$ cat src/rtl/vm_pkg.sv
// Shared types and constants for the vending-machine change path.
// Contents:
//   coin_t     - 2-bit coin code (00=1, 01=5, 10=10, 11=20 units)
//   state_t    - change_dispenser FSM states
//   fault_t    - latched fault codes
//   MAX_CHANGE_DEFAULT - default largest accepted change value
//   denom()    - coin code to denomination value in money units
package vm_pkg;

  typedef enum logic [1:0] {
    COIN_1  = 2'b00,
    COIN_5  = 2'b01,
    COIN_10 = 2'b10,
    COIN_20 = 2'b11
  } coin_t;

  typedef enum logic [2:0] {
    ST_IDLE   = 3'd0,
    ST_SELECT = 3'd1,
    ST_REQ    = 3'd2,
    ST_DONE   = 3'd3,
    ST_FAULT  = 3'd4
  } state_t;

  typedef enum logic [1:0] {
    FAULT_NONE    = 2'b00,
    FAULT_SHORT   = 2'b01,
    FAULT_TIMEOUT = 2'b10,
    FAULT_RANGE   = 2'b11
  } fault_t;

  localparam int MAX_CHANGE_DEFAULT = 40;

  // Denomination table: value of one coin of the given code.
  function automatic logic [7:0] denom(input coin_t c);
    logic [7:0] v;
    case (c)
      COIN_1:  v = 8'd1;
      COIN_5:  v = 8'd5;
      COIN_10: v = 8'd10;
      COIN_20: v = 8'd20;
      default: v = 8'd1;
    endcase
    return v;
  endfunction

endpackage

$ cat src/rtl/coin_picker.sv
// Combinational coin selector: returns the largest denomination that does
// not exceed the amount still owed and whose hopper is not empty.
// Ports:
//   remaining  in  8  amount still owed
//   coin_empty in  4  hopper-empty flags indexed by coin code
//   coin_code  out 2  chosen coin code (valid when found=1)
//   found      out 1  an eligible coin exists
module coin_picker
  import vm_pkg::*;
(
  input  logic [7:0] remaining,
  input  logic [3:0] coin_empty,
  output coin_t      coin_code,
  output logic       found
);

  // Scan from the largest code down; the first eligible hit wins.
  always_comb begin
    coin_code = COIN_1;
    found     = 1'b0;
    for (int i = 3; i >= 0; i--) begin
      if (!found && !coin_empty[i] && (denom(coin_t'(2'(i))) <= remaining)) begin
        coin_code = coin_t'(2'(i));
        found     = 1'b1;
      end
    end
  end

endmodule

$ cat src/rtl/change_dispenser.sv
// Change dispenser: pays out a change amount one coin at a time through a
// request/acknowledge handshake with the coin hopper, greedy largest-first.
// Ports:
//   clk           in  1  clock, rising edge
//   reset_n       in  1  asynchronous active-low reset
//   change_valid  in  1  one-cycle pulse qualifying change_in
//   change_in     in  8  amount to pay out
//   coin_empty    in  4  hopper-empty flags indexed by coin code
//   coin_ack      in  1  hopper ejected the requested coin
//   fault_clr     in  1  clears a latched fault
//   coin_req      out 1  request one coin of coin_sel
//   coin_sel      out 2  requested coin code
//   busy          out 1  FSM not idle
//   dispense_done out 1  one-cycle pulse when fully paid
//   remaining     out 8  amount still owed (shortfall after a fault)
//   fault         out 1  latched fault
//   fault_code    out 2  00 none, 01 shortfall, 10 ack timeout, 11 over-range
module change_dispenser
  import vm_pkg::*;
#(
  parameter int MAX_CHANGE  = MAX_CHANGE_DEFAULT,
  parameter int ACK_TIMEOUT = 16
) (
  input  logic       clk,
  input  logic       reset_n,
  input  logic       change_valid,
  input  logic [7:0] change_in,
  input  logic [3:0] coin_empty,
  input  logic       coin_ack,
  input  logic       fault_clr,
  output logic       coin_req,
  output logic [1:0] coin_sel,
  output logic       busy,
  output logic       dispense_done,
  output logic [7:0] remaining,
  output logic       fault,
  output logic [1:0] fault_code
);

  localparam int              CNT_W     = $clog2(ACK_TIMEOUT + 1);
  localparam logic [7:0]      MAX_LIMIT = 8'(MAX_CHANGE);
  localparam logic [CNT_W-1:0] WAIT_LAST = CNT_W'(ACK_TIMEOUT - 1);

  state_t           state;
  logic [CNT_W-1:0] wait_cnt;
  coin_t            sel_q;
  fault_t           fcode_q;
  coin_t            pick_code;
  logic             pick_found;

  coin_picker u_picker (
    .remaining (remaining),
    .coin_empty(coin_empty),
    .coin_code (pick_code),
    .found     (pick_found)
  );

  assign coin_sel   = sel_q;
  assign fault_code = fcode_q;

  always_ff @(posedge clk or negedge reset_n) begin
    if (!reset_n) begin
      state         <= ST_IDLE;
      wait_cnt      <= '0;
      sel_q         <= COIN_1;
      fcode_q       <= FAULT_NONE;
      coin_req      <= 1'b0;
      busy          <= 1'b0;
      dispense_done <= 1'b0;
      remaining     <= '0;
      fault         <= 1'b0;
    end else begin
      dispense_done <= 1'b0;
      case (state)
        ST_IDLE: begin
          if (change_valid) begin
            busy      <= 1'b1;
            remaining <= change_in;
            if (change_in > MAX_LIMIT) begin
              fault   <= 1'b1;
              fcode_q <= FAULT_RANGE;
              state   <= ST_FAULT;
            end else begin
              state <= ST_SELECT;
            end
          end
        end

        ST_SELECT: begin
          if (remaining == 8'd0) begin
            // Pulse is raised here so it is visible during the DONE cycle.
            dispense_done <= 1'b1;
            state         <= ST_DONE;
          end else if (pick_found) begin
            sel_q    <= pick_code;
            coin_req <= 1'b1;
            wait_cnt <= '0;
            state    <= ST_REQ;
          end else begin
            fault   <= 1'b1;
            fcode_q <= FAULT_SHORT;
            state   <= ST_FAULT;
          end
        end

        ST_REQ: begin
          // Ack is checked first so it wins over a coincident timeout.
          // The picker guaranteed denom(sel_q) <= remaining, so no underflow.
          if (coin_ack) begin
            remaining <= remaining - denom(sel_q);
            coin_req  <= 1'b0;
            state     <= ST_SELECT;
          end else if (wait_cnt == WAIT_LAST) begin
            coin_req <= 1'b0;
            fault    <= 1'b1;
            fcode_q  <= FAULT_TIMEOUT;
            state    <= ST_FAULT;
          end else begin
            wait_cnt <= wait_cnt + CNT_W'(1);
          end
        end

        ST_DONE: begin
          busy  <= 1'b0;
          state <= ST_IDLE;
        end

        ST_FAULT: begin
          if (fault_clr) begin
            fault     <= 1'b0;
            fcode_q   <= FAULT_NONE;
            remaining <= '0;
            busy      <= 1'b0;
            state     <= ST_IDLE;
          end
        end

        default: begin
          coin_req <= 1'b0;
          busy     <= 1'b0;
          state    <= ST_IDLE;
        end
      endcase
    end
  end

endmodule

$ cat config.mk
export PLATFORM = sky130hd
export DESIGN_NAME = change_dispenser
export DESIGN_NICKNAME = d
export VERILOG_FILES = /design/src/rtl/vm_pkg.sv /design/src/rtl/coin_picker.sv /design/src/rtl/change_dispenser.sv
export SDC_FILE = /design/constraint.sdc
export NUM_CORES = 1
export LEC_CHECK = 0
export ABC_AREA = 1
export CAP_MARGIN = 20
export CORE_MARGIN = 1.5
export CORE_UTILIZATION = 45
export CTS_CLUSTER_SIZE = 40
export DETAILED_ROUTE_END_ITERATION = 10
export PLACE_DENSITY = 0.69
export REMOVE_ABC_BUFFERS = 1
export SLEW_MARGIN = 10
export SYNTH_ARGS = -nofsm -noshare
export SYNTH_HDL_FRONTEND = slang
export SYNTH_SLANG_ARGS = --single-unit
$ cat constraint.sdc
create_clock -name clk -period 2 [get_ports clk]
set_input_delay 0.3 -clock clk [delete_from_list [all_inputs] [get_ports clk]]
set_output_delay 0.3 -clock clk [all_outputs]
set_load 0.05 [all_outputs]
==> implementation parameters, run 1 <==
Parameter                              Value

Synth
  Post-synth top flop ... dfrtp_1
  Adder-Cell Fraction of Synth Area ... 6.147%
  Xor and xnor fraction of the mapped netlist area ... 0.5004%
  Cell accounting for the most synthesized area ... dfrtp_1
  Synth Area in Simple Gates ... 38.81%
  Mux contribution to synthesized area ... 0%
  Area share of the leading cell type in the synthesized netlist ... roughly a third
  Post-synthesis area per instance ... around 7.0 um^2
  Summed instance area of the synthesized netlist ... 1750 um^2
  Total of warnings raised by yosys ... 0
  FF+latch count, synth ... 24
  Cell variety after synth ... 35
  Ranking of synthesized cells by area ... dfrtp_1, nand2_1, inv_1
  Sequential-to-total area share from yosys stat ... 34.31%
  Fraction of the mapped netlist area in compound gates ... 10.65%
  Main combinational cell family by area after synthesis ... simple AND/OR/NAND/NOR gates
  Post-synth ARST share ... 100.0%
  Number of standard cells after synthesis ... ~250
  Number of enable flip-flop cells after synthesis ... 0

Cells and area
  Ratio of cells with drive above 1 in the final layout ... approximately an eighth
  Final Core Density ... a little under 60%
  Count of nets after finishing ... 311
  Layout fillers ... around 380
  Area of combinational cells with multiple inputs ... between 900 and 1000 um^2
  P&R area growth vs syn ... 24.66%
  Sequential cell area ... 600.6 um^2
  Antenna diode count ... 0

Timing
  Max-slew headroom ... between 60% and 70%
  Period utilization ... a little over nine tenths
  Slew at the pin closest to its max-slew limit ... slightly above 0.5 ns
  Setup repair after global routing missed its margin ... false
  Min cycle time layout ... 1.900 ns
  Final Slew Violations ... 0
  Post-Route Setup TNS ... 0 ns
  Clock skew ... about 0.0019 ns
  Final setup vio count ... 0
  Peak Freq ... about 530 MHz
  Final-report hold violation count ... 0

Route
  Via count normalized by instance count ... just under 5
  Total wire length ... 3783 um
  Initial detailed-routing violation count ... 81
  Via total after detailed routing ... approximately 1600
  Remaining antenna violation count ... 0
  Pre-Repair DR Iteration Count ... 4
  Total DRC errors in the routed layout ... 0
  Routed wire per std cell ... 11.36 um

Die
  Num ports ... 33
  Vertical extent of the die ... ~65 um
  Initial Util ... between 40% and 50%
  DIE WIDTH ... 65.37 um
  Core area ... 3689 um^2
  Std-Cell Rows ... 22
  Total Die Area ... around 4300 um^2

Power and ir drop
  Leakage power total ... between 1 and 1.5 nW
  Worst IR Drop VDD ... between 900 and 1000 uV
  Power per unit of standard cell area ... between 1500 and 2000 nW/um^2

Critical path
  Critical register-to-register path endpoint ... wait_cnt[3]
  Critical Path Start Type ... flip-flop
  Worst path bufs/invs ... 1
  Critical Path Slowest Stage Cell ... clkdlybuf4s50_1
  Worst Reg2Reg Path Length in Cells ... 10
  Dominant delay contributor by cell family on the critical path ... buffers and inverters
  FF-to-FF setup slack ... about 0.25 ns
  Critical Path Max Stage Delay ... 0.85 ns
  Worst Path Class, Setup ... flip-flop to primary output
  Worst path required time ... approximately 1.7 ns
  Largest fanout on the critical path ... 6
  Critical path data arrival time ... ~1.6 ns
  Critical-path cell list ... clkdlybuf4s50_1
  Launching point of the worst reg2reg path ... wait_cnt[0]
  Crit. End Element ... primary output

CTS
  CTS tree ... yes
  PostCTS Resize Cnt ... 0
  Quantity of hold-fixing buffers added after cts ... 0
  Buffer count from post-CTS setup fixing ... 0
  Clk slew on worst S/H paths ... 0.09 ns
  Clock buffer count from CTS ... 3
  Library cell used as clock root buffer ... clkbuf_8
  Clock latency reported for the late side of the worst-skew pair ... around 0.26 ns
  Number of buffers on the longest clock path ... 2
  Clock H-tree levels ... 1
  Number of sinks on the clock net ... 24

GRT
  Total congestion overflow ... 0
  All-layer global routing usage ... around 19%
  Wire length of the first global-routing pass ... about 6500 um
  Maximum number of pins on one net before global-route repair ... 25
  Initial antenna violation count ... 0
  Number of global-route vias before repair ... 1470

Placement
  Number of buffers added on ports ... 32
  GPL Wtd Cong ... between 0.8 and 0.9
  Post-detailed-placement half-perimeter wirelength ... 3028 um

Worst hold path
  HP Class ... primary input to async pin

Run status
  Outcome ... finished, final reports clean

Run
  Max capacitance violation total ... 0
==> placed cells by master, fill, tap and decap left out, types with 3 or more instances in the layout <==
master | synthesis | routed
a21oi_1 | 8 | 8
dfrtp_1 | 24 | 24
o21ai_0 | 8 | 8
nor2_1 | 23 | 23
ha_1 | 7 | 7
nor2_2 | 3 | 3
a31oi_1 | 4 | 4
nand2_1 | 78 | 78
inv_2 | 6 | 6
nand2_2 | 9 | 9
nand4_1 | 3 | 3
clkdlybuf4s50_1 | 0 | 32
inv_1 | 32 | 32
nand3_1 | 17 | 17
clkbuf_8 | 0 | 4
==> cells by family after synthesis <==
| family | Yosys count |
|---|---|
| xor gates and xnor gates | 1 |
| and+or+nand+nor | 145 |
| adders and majority gates | 8 |
| AOI/OAI and AO/OA | 30 |
| DFF | 24 |
| buffers and inverters | 41 |
==> layout make-up <==
type / instances / share of cell area, %
flip-flops and latches: 24 / 27.52
inverters: 39 / 6.823
repair buffers: 34 / 15.37
multi-input cells: 184 / 45.01
clock buffers: 4 / 2.523
well taps: 48 / 2.752
==> power by group <==
part / internal, W / switching [W]
Sequential: 0.000688 / 0.000194
Combinational: 0.000932 / 0.00178
Clock: 0.000176 / 0.000156
==> sequential cells by signal, indices dropped and copies added, names as in the netlist <==
register and cells:
wait_cnt 5, coin_sel 2, remaining 8, dispense_done 1, fault_code 2, busy 1, fault 1, state 3
coin_req 1
==> layer usage <==
| layer | wire, um | vias up | global-route usage [%] |
|---|---|---|---|
| met3 | 125 | 2 | 2.055 |
| met4 | 19 | 0 | 3.906 |
| met1 | 1975 | 707 | 29.29 |
| met2 | 1663 | 35 | 29.85 |
| li1 | - | 865 | - |
| met5 | 0 | - | 0 |
==> stage by stage <==
step                worst slack, ns  power, W  hold slack (ns)  std cells  area [um^2]
floorplan                    0.1306  0.002890         0.004409        247         1732
global placement             0.2719  0.003574           0.4554        329         2127
detailed placement           0.2657  0.003592           0.4606        329         2127
CTS                         0.08698  0.003937           0.3983        333         2182
global route                0.04390  0.004303           0.4196        333         2182
finish                      0.09969  0.003922           0.3919        333         2182
==> Yosys cell counts (2+ instances only) <==
master / n
a21oi_1: 8
a31oi_1: 4
dfrtp_1: 24
ha_1: 7
inv_1: 32
inv_2: 6
nand2_1: 78
nand2_2: 9
nand3_1: 17
nand3_2: 2
nand4_1: 3
nor2_1: 23
nor2_2: 3
nor2_4: 2
nor3_1: 2
o21a_1: 2
o21ai_0: 8
o21ai_1: 2
==> worst max path at each step <==
stage / slack [ns] / startpoint / end / depth (start not counted)
4_1_cts: 0.09 / remaining[1] / remaining[1] / 1
5_1_grt: 0.04 / coin_sel[0] / remaining[6] / 10
3_3_place_gp: 0.27 / change_in[7] / fault / 11
6_report: 0.1 / remaining[1] / remaining[1] / 1
2_1_floorplan: 0.13 / coin_sel[1] / remaining[6] / 10
3_5_place_dp: 0.27 / change_in[7] / fault_code[0] / 11
No activity file was read; power rests on OpenSTA's default activity.
==> run 2: changes to the inputs <==
- CORE_MARGIN: 1.5 -> unset
- CORE_UTILIZATION: 45 -> 43
- PLACE_DENSITY: 0.69 -> 0.66
- clock period: 2 -> 1.77 ns (I/O delays scaled with it)
==> run 2 against run 1 <==
  * Clock skew grew 0.0066 ns
  * Total power grew 18%
  * Cell count grew 2.7%
  * Cell area grew 3.4%
  * Sequential power grew 13%
  * Critical path type unchanged
==> implementation parameters, run 2 (same netlist as run 1, synthesis figures left out) <==
Parameter                              Value

Die
  Std-Cell Rows ... 22 (unchanged)
  Total Die Area ... 4330 um^2 (+1.3%)
  DIE WIDTH ... 65.80 um (+0.66%)
  Initial Util ... 46.42% (-1.0 points)
  Num ports ... 33 (unchanged)
  Core area ... 3771 um^2 (+2.2%)
  Vertical extent of the die ... 65.80 um (+0.66%)

Cells and area
  Ratio of cells with drive above 1 in the final layout ... 22.79% (+10 points)
  Number of flip-flops in the largest register ... 8 (unchanged)
  Top flop regs ... remaining (8), wait_cnt (5), state (3)
  Layout fillers ... 368 (-3.7%)
  Post-route cell area ... 2256 um^2 (+3.4%)
  Count of nets after finishing ... 320 (+2.9%)
  Antenna diode count ... 0 (unchanged)
  Commonest cells after routing, fill and taps aside ... nand2_1, inv_1, buf_4, dfrtp_1, nor2_1
  Final Core Density ... 59.82% (+0.66 points)
  Most flops, register ... remaining
  Most common library cell in the layout ignoring fill and taps ... nand2_1
  P&R area growth vs syn ... 28.88%
  Non-filler instance count after layout ... 342 (+2.7%)

Placement
  Number of buffers added on ports ... 32 (unchanged)
  Post-detailed-placement half-perimeter wirelength ... 3101 um (+2.4%)
  Cell count after placement ... 336 (+2.1%)
  GPL Wtd Cong ... 0.8069 (-0.32%)
  Instance area after placement ... 2145 um^2 (+0.82%)

Timing
  Post-Route Setup TNS ... 0 ns (unchanged)
  Period utilization ... 96.59%
  Clock skew ... 0.008457 ns (+0.006591 ns)
  Peak Freq ... slightly below 600 MHz
  Final setup vio count ... 0 (unchanged)
  Setup repair after global routing missed its margin ... true
  Final Slew Violations ... 0 (unchanged)
  Slew at the pin closest to its max-slew limit ... 0.4882 ns (-0.03101 ns)
  Final-report hold violation count ... 0 (unchanged)
  Min cycle time layout ... 1.710 ns
  Max-slew headroom ... 67.35% (+2.1 points)

Power and ir drop
  Internal Power ... 0.002137 W (+19%)
  Combinational share of power ... 70.2% (+1.2 points)
  Power share of the sequential group ... 21.5% (-1.0 points)
  Share of total power consumed by net switching ... 53.85% (-0.37 points)
  Leakage power total ... 1.169 nW (+5.6%)
  PnR Total Power ... 0.004632 W (+18%)
  Part of the total power dissipated in the clock network ... 8.3% (-0.2 points)
  Power per unit of standard cell area ... 2053 nW/um^2 (+14%)
  Net switching power of the design ... 0.002494 W (+17%)
  Worst IR Drop VDD ... 1112 uV (+22%)

Critical path
  Dominant delay contributor by cell family on the critical path ... buffers and inverters
  Worst path required time ... 1.50 ns (-0.20 ns)
  Critical Path Start Type ... flip-flop
  Worst Path Class, Setup ... flip-flop to primary output
  Crit. End Element ... primary output
  Worst path bufs/invs ... 1 (unchanged)
  Largest fanout on the critical path ... 2 (-4)
  Critical Path Max Stage Delay ... 0.80 ns (-0.05 ns)
  Critical Path Slowest Stage Cell ... clkdlybuf4s50_1
  Critical path data arrival time ... 1.44 ns (-0.16 ns)
  Critical-path cell list ... clkdlybuf4s50_1

CTS
  Library cell used as clock root buffer ... clkbuf_8
  Clock latency reported for the late side of the worst-skew pair ... 0.27 ns (about the same)
  CTS tree ... yes
  Quantity of hold-fixing buffers added after cts ... 0 (unchanged)
  Number of buffers on the longest clock path ... 2 (unchanged)
  Number of sinks on the clock net ... 24 (unchanged)
  Clk slew on worst S/H paths ... 0.09 ns (about the same)
  Clock H-tree levels ... 1 (unchanged)
  Clock buffer count from CTS ... 3 (unchanged)

Worst hold path
  HP Class ... primary input to async pin

Route
  Total wire length ... 4021 um (+6.3%)
  Via count normalized by instance count ... 4.839 (+0.15%)
  Initial detailed-routing violation count ... 57 (-30%)
  Remaining antenna violation count ... 0 (unchanged)
  Total DRC errors in the routed layout ... 0 (unchanged)
  Via total after detailed routing ... 1655 (+2.9%)
  Pre-Repair DR Iteration Count ... 4 (unchanged)
  Routed wire per std cell ... 11.76 um (+3.5%)

GRT
  Wire length of the first global-routing pass ... 6727 um (+3.5%)
  Total congestion overflow ... 0 (unchanged)
  Maximum number of pins on one net before global-route repair ... 25 (unchanged)
  Initial antenna violation count ... 0 (unchanged)
  All-layer global routing usage ... 20.29% (+0.98 points)
  Number of global-route vias before repair ... 1497 (+1.8%)

Run
  Max capacitance violation total ... 0 (unchanged)

Run status
  Outcome ... finished, final reports clean
run 2: cell count changes in the layout (fill, tap and decap cells not counted), sizes merged:
cell and delta:
buf +23, clkdlybuf4s50 -14
run 2: power groups by stage:
stage               clock [W]  combinational (W)  sequential (W)
global route         0.000419            0.00361         0.00102
CTS                  0.000403            0.00314        0.000978
global placement            0            0.00313        0.000986
floorplan                   0            0.00171         0.00155
detailed placement          0            0.00313        0.000987
finish               0.000386            0.00325        0.000994
run 2: timing repair:
action                                  CTS  global route
endpoints found under the hold margin     0             0
gates resized for setup                   0             8
setup buffers                             0             2
endpoints found under the setup margin    0            12
run 2: worst reg2reg max path, stage by stage, from the launching register on:
cell and delay, ns:
dfrtp_1 0.41, inv_1 0.08, ha_1 0.14, inv_1 0.07, fa_2 0.35, nand3_1 0.09
nand2_1 0.07, nand2_1 0.08, nand2_1 0.05, nand2_1 0.05, nand3_1 0.06, a31oi_1 0.12
run 2: final cells by class:
class                      instances  area, um^2  area share, %
tap                               48       60.06          2.662
sequential                        24       600.6          26.62
inverter                          39       148.9          6.600
multi-input combinational        184        1023          45.37
clock buffer                       4       55.05          2.440
timing repair buffer              43       367.9          16.31
run 2: final timing paths:
path	startpoint	to	slack, ns	cells after the start
setup / recovery	fault_code[0]	fault_code[0]	0.06	1
hold / removal	reset_n	remaining[7]	0.35	2
setup reg to reg	remaining[0]	remaining[6]	0.12	11
hold reg to reg	wait_cnt[4]	wait_cnt[4]	0.48	2
max in group asynchronous	reset_n	state[0]	1.15	2
min in group clk	wait_cnt[4]	wait_cnt[4]	0.48	2
run 2: per-layer routing:
metal  vias to the layer above  routed length (um)  global-route usage, %  share of wire (%)
li1                        887                   -                      -                  -
met1                       741                2118                  29.53                 53
met2                        25                1735                  30.61                 43
met3                         2                 146                  3.448                3.6
met4                         0                  21                  5.707               0.52
met5                         -                   0                      0                  0
run 2: through the flow:
stage / hold slack (ns) / worst slack (ns)
after detailed placement: 0.4610 / 0.04680
after global routing: 0.4126 / -0.01579
after CTS: 0.3645 / 0.04906
after floorplan: -0.03009 / -0.09938
after global placement: 0.4586 / 0.08025
final: 0.3503 / 0.06032
